==> src/rtl/dmem_pkg.sv <==
// Shared types and defaults for the data-memory arbiter, its memory and its bench.
package dmem_pkg;

    // Arbiter FSM: accept a request, strobe the memory, wait out the latency, respond.
    typedef enum logic [1:0] {
        IDLE  = 2'd0,
        ISSUE = 2'd1,
        WAIT  = 2'd2,
        RESP  = 2'd3
    } dmem_arb_state_t;

    // Requester identity: port 0 is the pipeline MEM stage, port 1 the debug/loader.
    typedef logic port_id_t;

    localparam port_id_t PORT0 = 1'b0;
    localparam port_id_t PORT1 = 1'b1;

    // Default memory geometry and read latency.
    localparam int DMEM_DEPTH   = 256;
    localparam int DMEM_MEM_LAT = 1;

    // Latency counter width; covers MEM_LAT up to 15.
    localparam int DMEM_CNT_W   = 4;

endpackage

==> src/rtl/rr_arb2.sv <==
// Two-requester round-robin picker: a lone requester wins, a tie goes to the
// port that was not granted last.
module rr_arb2
    import dmem_pkg::*;
(
    input  logic       req0,
    input  logic       req1,
    input  logic       last_id,
    output logic [1:0] gnt,
    output logic       win_id
);

    // Choose the winner and its one-hot grant.
    always_comb begin
        // NOTE: every output gets a default before any branch, so no path can infer a latch.
        win_id = PORT0;
        gnt    = 2'b00;
        if (req0 && req1) begin
            win_id = ~last_id;
        end else if (req1) begin
            win_id = PORT1;
        end
        if (req0 || req1) begin
            gnt = (win_id == PORT1) ? 2'b10 : 2'b01;
        end
    end

endmodule

==> src/rtl/dmem_arbiter.sv <==
// Round-robin access controller that shares the single-ported data memory
// between the pipeline MEM stage (port 0) and the debug/loader port (port 1).
// One access at a time: grant, one-cycle strobe, fixed latency, response.
module dmem_arbiter
    import dmem_pkg::*;
#(
    parameter int DATA_W  = 32,
    parameter int ADDR_W  = 32,
    parameter int DEPTH   = DMEM_DEPTH,
    parameter int MEM_LAT = DMEM_MEM_LAT
) (
    input  logic              clk,
    input  logic              rst_n,
    input  logic              req0,
    input  logic              req1,
    input  logic              we0,
    input  logic              we1,
    input  logic [ADDR_W-1:0] addr0,
    input  logic [ADDR_W-1:0] addr1,
    input  logic [DATA_W-1:0] wdata0,
    input  logic [DATA_W-1:0] wdata1,
    output logic              gnt0,
    output logic              gnt1,
    output logic              done0,
    output logic              done1,
    output logic              err0,
    output logic              err1,
    output logic [DATA_W-1:0] rdata0,
    output logic [DATA_W-1:0] rdata1,
    output logic [ADDR_W-1:0] mem_addr,
    output logic [DATA_W-1:0] mem_wdata,
    output logic              mem_read,
    output logic              mem_write,
    input  logic [DATA_W-1:0] mem_rdata
);

    // Depth widened by one bit so the unsigned compare covers every address bit.
    localparam logic [ADDR_W:0]         DEPTH_EXT = (ADDR_W+1)'(DEPTH);
    localparam logic [DMEM_CNT_W-1:0]   LAT_LOAD  = DMEM_CNT_W'(MEM_LAT);
    localparam logic [DMEM_CNT_W-1:0]   CNT_ONE   = DMEM_CNT_W'(1);

    dmem_arb_state_t         r_state;
    dmem_arb_state_t         w_state_nxt;
    port_id_t                r_port;
    port_id_t                r_last;
    logic                    r_we;
    logic                    r_err;
    logic                    r_mem_read;
    logic                    r_mem_write;
    logic [ADDR_W-1:0]       r_mem_addr;
    logic [DATA_W-1:0]       r_mem_wdata;
    logic [DATA_W-1:0]       r_rdata0;
    logic [DATA_W-1:0]       r_rdata1;
    logic [DMEM_CNT_W-1:0]   r_cnt;

    logic [1:0]              w_arb_gnt;
    port_id_t                w_win;
    logic                    w_accept;
    logic                    w_sel_we;
    logic [ADDR_W-1:0]       w_sel_addr;
    logic [DATA_W-1:0]       w_sel_wdata;
    logic                    w_in_range;
    logic                    w_cnt_last;

    rr_arb2 u_rr_arb2 (
        .req0    (req0),
        .req1    (req1),
        .last_id (r_last),
        .gnt     (w_arb_gnt),
        .win_id  (w_win)
    );

    // Requests are only considered in IDLE; reset also masks the combinational grant.
    assign w_accept    = (r_state == IDLE) && rst_n && (req0 || req1);
    assign gnt0        = w_accept && w_arb_gnt[0];
    assign gnt1        = w_accept && w_arb_gnt[1];

    assign w_sel_we    = (w_win == PORT1) ? we1    : we0;
    assign w_sel_addr  = (w_win == PORT1) ? addr1  : addr0;
    assign w_sel_wdata = (w_win == PORT1) ? wdata1 : wdata0;
    assign w_in_range  = ({1'b0, w_sel_addr} < DEPTH_EXT);
    assign w_cnt_last  = (r_cnt == CNT_ONE);

    // State register.
    always_ff @(posedge clk or negedge rst_n) begin
        // NOTE: sequential state always uses non-blocking assignment so every flop samples pre-edge values.
        if (!rst_n) begin
            r_state <= IDLE;
        end else begin
            r_state <= w_state_nxt;
        end
    end

    // Next-state logic.
    always_comb begin
        w_state_nxt = r_state;
        case (r_state)
            IDLE:    if (w_accept)   w_state_nxt = ISSUE;
            ISSUE:                   w_state_nxt = WAIT;
            WAIT:    if (w_cnt_last) w_state_nxt = RESP;
            RESP:                    w_state_nxt = IDLE;
            default:                 w_state_nxt = IDLE;
        endcase
    end

    // Latch the winning request and raise its strobe for the ISSUE cycle only.
    always_ff @(posedge clk or negedge rst_n) begin
        if (!rst_n) begin
            r_port      <= PORT0;
            r_last      <= PORT1;
            r_we        <= 1'b0;
            r_err       <= 1'b0;
            r_mem_addr  <= '0;
            r_mem_wdata <= '0;
            r_mem_read  <= 1'b0;
            r_mem_write <= 1'b0;
        end else begin
            r_mem_read  <= 1'b0;
            r_mem_write <= 1'b0;
            if (w_accept) begin
                r_port      <= w_win;
                r_last      <= w_win;
                r_we        <= w_sel_we;
                r_err       <= !w_in_range;
                r_mem_addr  <= w_sel_addr;
                r_mem_wdata <= w_sel_wdata;
                r_mem_read  <= w_in_range && !w_sel_we;
                r_mem_write <= w_in_range &&  w_sel_we;
            end
        end
    end

    // Latency counter: loaded leaving ISSUE, counts down through WAIT.
    always_ff @(posedge clk or negedge rst_n) begin
        if (!rst_n) begin
            r_cnt <= '0;
        end else if (r_state == ISSUE) begin
            r_cnt <= LAT_LOAD;
        end else if ((r_state == WAIT) && !w_cnt_last) begin
            r_cnt <= r_cnt - CNT_ONE;
        end
    end

    // Read results: capture mem_rdata on the last WAIT edge for in-range reads only.
    always_ff @(posedge clk or negedge rst_n) begin
        if (!rst_n) begin
            r_rdata0 <= '0;
            r_rdata1 <= '0;
        end else if ((r_state == WAIT) && w_cnt_last && !r_we && !r_err) begin
            if (r_port == PORT1) begin
                r_rdata1 <= mem_rdata;
            end else begin
                r_rdata0 <= mem_rdata;
            end
        end
    end

    assign done0     = (r_state == RESP) && (r_port == PORT0);
    assign done1     = (r_state == RESP) && (r_port == PORT1);
    assign err0      = done0 && r_err;
    assign err1      = done1 && r_err;
    assign rdata0    = r_rdata0;
    assign rdata1    = r_rdata1;
    assign mem_addr  = r_mem_addr;
    assign mem_wdata = r_mem_wdata;
    assign mem_read  = r_mem_read;
    assign mem_write = r_mem_write;

endmodule

==> config.mk <==
export PLATFORM = sky130hd
export DESIGN_NAME = dmem_arbiter
export DESIGN_NICKNAME = d
export VERILOG_FILES = /design/src/rtl/dmem_pkg.sv /design/src/rtl/rr_arb2.sv /design/src/rtl/dmem_arbiter.sv
export SDC_FILE = /design/constraint.sdc
export NUM_CORES = 1
export LEC_CHECK = 0
export CAP_MARGIN = 20
export CORE_MARGIN = 3
export CORE_UTILIZATION = 41
export CTS_CLUSTER_DIAMETER = 120
export DETAILED_ROUTE_END_ITERATION = 8
export PLACE_DENSITY = 0.81
export SLEW_MARGIN = 30
export SYNTH_ARGS = -nofsm -noshare
export SYNTH_HDL_FRONTEND = slang
export SYNTH_SLANG_ARGS = --single-unit
==> constraint.sdc <==
create_clock -name clk -period 2.28 [get_ports clk]
set_input_delay 0.456 -clock clk [delete_from_list [all_inputs] [get_ports clk]]
set_output_delay 0.456 -clock clk [all_outputs]
set_load 0.005 [all_outputs]
* Yosys cells after proc, flatten, opt, wreduce, memory -nomap -nowiden
Index checks and enable logic that the tools add are counted.
** Cells by class
- Add/subtract/negate cells :: 1
- Magnitude comparators :: 1
- Equal/unequal tests :: 6
- Mux-type cells :: 14
- Bitwise logic cells :: 2
- Reductions and logical operators :: 26
** Operator list (number)
- $mux W32 :: 2
- $lt A32 B9 Y1 const B :: 1
- $logic_and A1 B1 Y1 :: 15
- $mux W2 :: 4
- $mux W4 :: 2
- $pmux W2 S4 :: 1
- $reduce_and A2 Y1 :: 3
- $logic_not A1 Y1 :: 5
- $mux W1 :: 5
- $eq A2 B2 Y1 const B :: 2
- $eq A4 B1 Y1 const B :: 1
- $ne A2 B2 Y1 const B :: 2
- $sub A4 B1 Y4 const B :: 1
- $eq A2 B1 Y1 const B :: 1
- $logic_not A2 Y1 :: 1
- $not A1 Y1 :: 2
- $reduce_bool A2 Y1 :: 1
- $logic_or A1 B1 Y1 :: 1
** Word-level totals
- Register bits :: 140
- Bits of input ports :: 166
- Output and inout port bits :: 136
- Word-level logic and storage cells :: 62

* Depth between registers and ports, before layout
Gate-level depths: netlist of run 1.
- Depth in word-level cells :: 6
- Depth in mapped cells :: 8
- Depth with buffers taken out :: 6

* By module
From an unflattened synthesis of run 1, not the netlist that was laid out.
** Unflattened totals
- Cell total of the unflattened synthesis :: 506
- Area total of the unflattened synthesis :: 6198.4 sq um
** By module, submodules not included
- dmem_arbiter :: times used 1, cells an instance 502, area an instance 6172.2 sq um, seq. area each 3504.6 sq um
- rr_arb2 :: times used 1, cells an instance 4, area an instance 26.3 sq um, seq. area each 0.0 sq um

* Worst setup path before layout of run 1
No wires, ideal clock.
- Path kind :: flip-flop to flip-flop
- Start point :: register r_cnt[1]
- End point :: register r_rdata1[10], in the netlist rdata1[10]
- Setup time :: 0.125 ns
- Arrival :: 1.880 ns
- Required time :: 2.155 ns
- Slack :: 0.275 ns
- Cell stages (with the launch flop) :: 8
- Buffers on the path :: 2
- Clock period less this slack :: 2.005 ns
- Path through :: dfrtp_1 > inv_1 > ha_1 > or3b_4 > or3_1 > buf_2 > buf_6 > mux2_4
** Between the ends
- Longest elaborated chain between the ends :: 5
** RTL lines
- start, declared :: RTL line dmem_arbiter.sv:54 : logic [DMEM_CNT_W-1:0] r_cnt;
- start signal, assigned :: RTL line dmem_arbiter.sv:140 : r_cnt <= r_cnt - CNT_ONE;
- $eq A4 B1 Y1 :: RTL line dmem_arbiter.sv:82 : assign w_cnt_last = (r_cnt == CNT_ONE);
- $logic_and A1 B1 Y1 (3 in a row) :: RTL line dmem_arbiter.sv:149 : end else if ((r_state == WAIT) && w_cnt_last && !r_we && !r_err) begin
- $reduce_and A2 Y1 (no line)
- end signal, assigned :: RTL line dmem_arbiter.sv:151 : r_rdata1 <= mem_rdata;
- end, declared :: RTL line dmem_arbiter.sv:53 : logic [DATA_W-1:0] r_rdata1;
No other way between the ends.
A chain may end at the register's enable or synchronous reset.

* Worst setup path in the final report of run 1
- Start point :: register r_state[0]
- End point :: output port gnt0
** Between the ends
- Longest elaborated chain between the ends :: 4
** RTL lines
- start, declared :: RTL line dmem_arbiter.sv:42 : dmem_arb_state_t r_state;
- start signal, assigned :: RTL line dmem_arbiter.sv:90 : r_state <= w_state_nxt;
- $logic_not A2 Y1 :: RTL line dmem_arbiter.sv:74 : assign w_accept = (r_state == IDLE) && rst_n && (req0 || req1);
- $logic_and A1 B1 Y1 (2 in a row) :: RTL line dmem_arbiter.sv:74
- $logic_and A1 B1 Y1 :: RTL line dmem_arbiter.sv:75 : assign gnt0 = w_accept && w_arb_gnt[0];
- end, declared :: RTL line dmem_arbiter.sv:22 : output logic gnt0,
No other way between the ends.

==> metrics.json, run 1 <==
{
  "outcome": {"value": "complete, no violations"},
  "ctsLongestPathBuffers": {"value": 2},
  "setup_viol": {"value": 0},
  "r2r-start": {"value": "r_cnt[1]"},
  "powerDensity": {"value": 1170, "unit": "nW/um2"},
  "finalPower": {"value": 11.8, "unit": "mW"},
  "routed_via_density": {"value": 5.11},
  "synth_seq_cells": {"value": 140},
  "hpwl": {"value": 13.7, "unit": "mm"},
  "reg2regPathDepth": {"value": 6},
  "grt_antenna_before_repair": {"value": 0},
  "synth.area.top_cells": {"value": "sky130_fd_sc_hd__dfrtp_1 57%, sky130_fd_sc_hd__nand2_1 8.1%, sky130_fd_sc_hd__mux2_4 7.4%, sky130_fd_sc_hd__a31oi_1 6.5%, sky130_fd_sc_hd__mux2_2 6.1%"},
  "crit_path_end_kind": {"value": "output pin"},
  "root_buffer": {"value": "sky130_fd_sc_hd__clkbuf_16"},
  "drc": {"value": 0},
  "rows": {"value": 44},
  "floorplan.core_area": {"value": 14600, "unit": "um2"},
  "met2_layer_wire_length_in_the_routed_design": {"value": 9.40, "unit": "mm"},
  "clock-sinks": {"value": 140},
  "grt_remaining_overflow": {"value": 0},
  "max_clock_freq": {"value": 449, "unit": "MHz"},
  "drv.max_cap_violation_count": {"value": 0},
  "grtUsageTotal": {"value": 22.7, "unit": "%"},
  "synth.distinct_cells": {"value": 37},
  "netlist_instances": {"value": 573},
  "finalWeightedCongestion": {"value": 0.858},
  "final.period_utilization": {"value": 97.6, "unit": "%"},
  "post-synth-top-count-cell": {"value": "sky130_fd_sc_hd__dfrtp_1"},
  "syn_area_per_cell": {"value": 10.7, "unit": "um2"},
  "power.static_leakage": {"value": 4.44, "unit": "nW"},
  "maximum_number_of_pins_on_one_net_before_global_route_repair": {"value": 142},
  "cts_clock_pin_slew_for_the_worst_setup_and_hold_paths": {"value": 60, "unit": "ps"},
  "final_hold_viol_count": {"value": 0},
  "worstSkewPairLatency": {"value": 410, "unit": "ps"},
  "worst_r2r_endpoint": {"value": "rdata1[4]"},
  "route.top_layer_used": {"value": "met4"},
  "n_diodes": {"value": 0},
  "post_synth_most_frequent_cells": {"value": "139 x sky130_fd_sc_hd__dfrtp_1, 132 x sky130_fd_sc_hd__nand2_1, 75 x sky130_fd_sc_hd__nor2_1"},
  "cp_data_arrival_time": {"value": 1770, "unit": "ps"},
  "m1WireLength": {"value": 7.52, "unit": "mm"},
  "vdd_drop_max": {"value": 643, "unit": "uV"},
  "floorplan.die.height": {"value": 128, "unit": "um"},
  "floorplan.die_area": {"value": 16400, "unit": "um2"},
  "regToRegSetupSlack": {"value": 190, "unit": "ps"},
  "report.final.slew_viol_count": {"value": 0},
  "timing.slew.headroom": {"value": 50.8, "unit": "%"},
  "synth-edff-count": {"value": 0},
  "post-synth-top-area-fraction": {"value": 56.8, "unit": "%"},
  "timing_worst_slew_pin_value": {"value": 739, "unit": "ps"},
  "synth_seq_area_share": {"value": 57.2, "unit": "%"},
  "tritoncts": {"value": "yes"},
  "finish.instance_area": {"value": 10100, "unit": "um2"},
  "post_dp_cell_area": {"value": 9460, "unit": "um2"},
  "drt-pass1-iter-count": {"value": 5},
  "timing.clock.skew": {"value": 7.86, "unit": "ps"},
  "n_fill_cell": {"value": 1061},
  "wire_length_of_the_first_global_routing_pass": {"value": 29.1, "unit": "mm"},
  "post_syn_nets": {"value": 745},
  "mappedNetlistArea": {"value": 6120, "unit": "um2"},
  "start_kind": {"value": "flip-flop"},
  "ant_nets": {"value": 0},
  "async_flop_share": {"value": 100, "unit": "%"},
  "postSynth.topFlopCell": {"value": "sky130_fd_sc_hd__dfrtp_1"},
  "cts-hold-fix-buffers": {"value": 0},
  "fp.dieW": {"value": 128, "unit": "um"},
  "post-route-min-period": {"value": 2230, "unit": "ps"},
  "worst_hold_path_type": {"value": "in2async"},
  "cp_max_fo": {"value": 3},
  "fraction_of_layout_cells_with_a_size_suffix_above_1": {"value": 14.9, "unit": "%"},
  "route.met3.wl": {"value": 1.77, "unit": "mm"},
  "route.detailed.wl_per_inst": {"value": 17.7, "unit": "um"},
  "clock_tree.htree_level_count": {"value": 4},
  "initialDrtViolationCount": {"value": 294},
  "startpoint_to_endpoint_class_of_the_critical_path": {"value": "reg2out"},
  "wl": {"value": 19.0, "unit": "mm"},
  "number_of_buffers_created_by_cts": {"value": 17},
  "pin_count": {"value": 302},
  "yosys.area.top_type": {"value": "sky130_fd_sc_hd__dfrtp_1"},
  "area.growth.synth_to_final": {"value": 64.8, "unit": "%"},
  "synthesis.yosys.warnings": {"value": 0},
  "grt_pass1_vias": {"value": 5433},
  "critPathRequiredTime": {"value": 1820, "unit": "ps"},
  "via_count": {"value": 5496},
  "finish.net_count": {"value": 1051},
  "initial_cell_density_of_the_core": {"value": 42.0, "unit": "%"},
  "io_buffers": {"value": 301}
}
==> worst max path at each step <==
stage	start	cells past startpoint	end	slack [ps]
after global placement	req1	5	gnt1	-210
after CTS	r_state[0]	6	gnt0	3
after floorplan	r_cnt[1]	7	rdata1[10]	270
final	r_state[0]	6	gnt0	50
after detailed placement	req1	5	gnt1	-240
after global routing	r_state[0]	6	gnt0	-40
==> state kept, by name, summed over array words and instances (netlist names), 2 cells and up <==
signal and cells:
mem_addr 32, rdata0 32, mem_wdata 32, r_state 2, rdata1 32, r_cnt 4
==> power by group <==
| part | switching, mW | internal, mW |
|---|---|---|
| Combinational | 1.76 | 3.05 |
| Sequential | 0.618 | 3.57 |
| Clock | 1.08 | 1.73 |
| Total | 3.46 | 8.35 |
==> layout make-up <==
type	count	area (um2)	share of cell area, %
multi-input cells	390	2480	24.5
well taps	184	230	2.28
clock inverters	13	168	1.66
inverters	6	22.5	0.223
clock buffers	19	433	4.29
repair buffers	324	3260	32.3
flip-flops and latches	140	3500	34.7
==> placed cells by master, fill, tap and decap left out, types with 3 or more instances in the layout <==
cell type                         netlist  layout
sky130_fd_sc_hd__clkdlybuf4s50_1        0     295
sky130_fd_sc_hd__dfrtp_1              139     139
sky130_fd_sc_hd__nand2_1              132     131
sky130_fd_sc_hd__nor2_1                75      72
sky130_fd_sc_hd__a31oi_1               64      64
sky130_fd_sc_hd__mux2_2                33      33
sky130_fd_sc_hd__mux2_4                30      30
sky130_fd_sc_hd__buf_4                  0      18
sky130_fd_sc_hd__clkbuf_16              0      17
sky130_fd_sc_hd__nor4_1                 8       8
sky130_fd_sc_hd__inv_1                  6       5
sky130_fd_sc_hd__nor3_1                 5       5
sky130_fd_sc_hd__ha_1                   6       5
sky130_fd_sc_hd__clkinv_4               0       5
sky130_fd_sc_hd__buf_12                 0       5
sky130_fd_sc_hd__nand4_1                4       4
sky130_fd_sc_hd__bufinv_16              0       3
sky130_fd_sc_hd__dlymetal6s2s_1         0       3
==> kinds of logic after synthesis <==
logic type	after synthesis	synth area share, %
adder cells (fa/ha/maj)	6	1.23
AND/OR/NAND/NOR	238	15.9
flip-flops	140	57.2
XOR/XNOR	3	0.429
multiplexers	66	14.0
AO/OA/AOI/OAI	77	8.19
buffers and inverters	43	3.09
==> per-layer routing <==
metal | GRT usage [%] | vias to the layer above
li1 | - | 2578
met5 | 0 | -
met4 | 6.30 | 0
met1 | 27.3 | 2624
met3 | 8.29 | 24
met2 | 38.3 | 270
==> critical path, stage by stage (launching register included) <==
cell                              delay [ps]
sky130_fd_sc_hd__dfrtp_1                 370
sky130_fd_sc_hd__inv_1                    80
sky130_fd_sc_hd__ha_2                    190
sky130_fd_sc_hd__nand2_2                  80
sky130_fd_sc_hd__or2_4                   290
sky130_fd_sc_hd__nor2_2                  120
sky130_fd_sc_hd__clkdlybuf4s15_1         220
==> per-stage QoR <==
step	setup TNS [ps]	hold slack [ps]	std cells	setup slack (ps)	utilization (%)
2_1_floorplan	0	160	573	275	-
3_5_place_dp	-2010	485	1044	-236	64.9
4_1_cts	0	211	1076	3.47	69.0
5_1_grt	-74.9	197	1076	-42.7	69.2
6_report	0	178	1076	53.6	69.2
3_3_place_gp	-918	467	1044	-212	64.9
==> repair_timing <==
action / 4_1_cts / 5_1_grt
gates resized for setup: 7 / 9
setup buffers: 0 / 0
endpoints found under the setup margin: 2 / 7
No activity file was read; power rests on OpenSTA's default activity.
==> run 2, diff against run 1 <==
CAP_MARGIN = 10   (was 20)
==> results of run 2 <==
Final layout, timing and power as in run 1 (identical DEF).
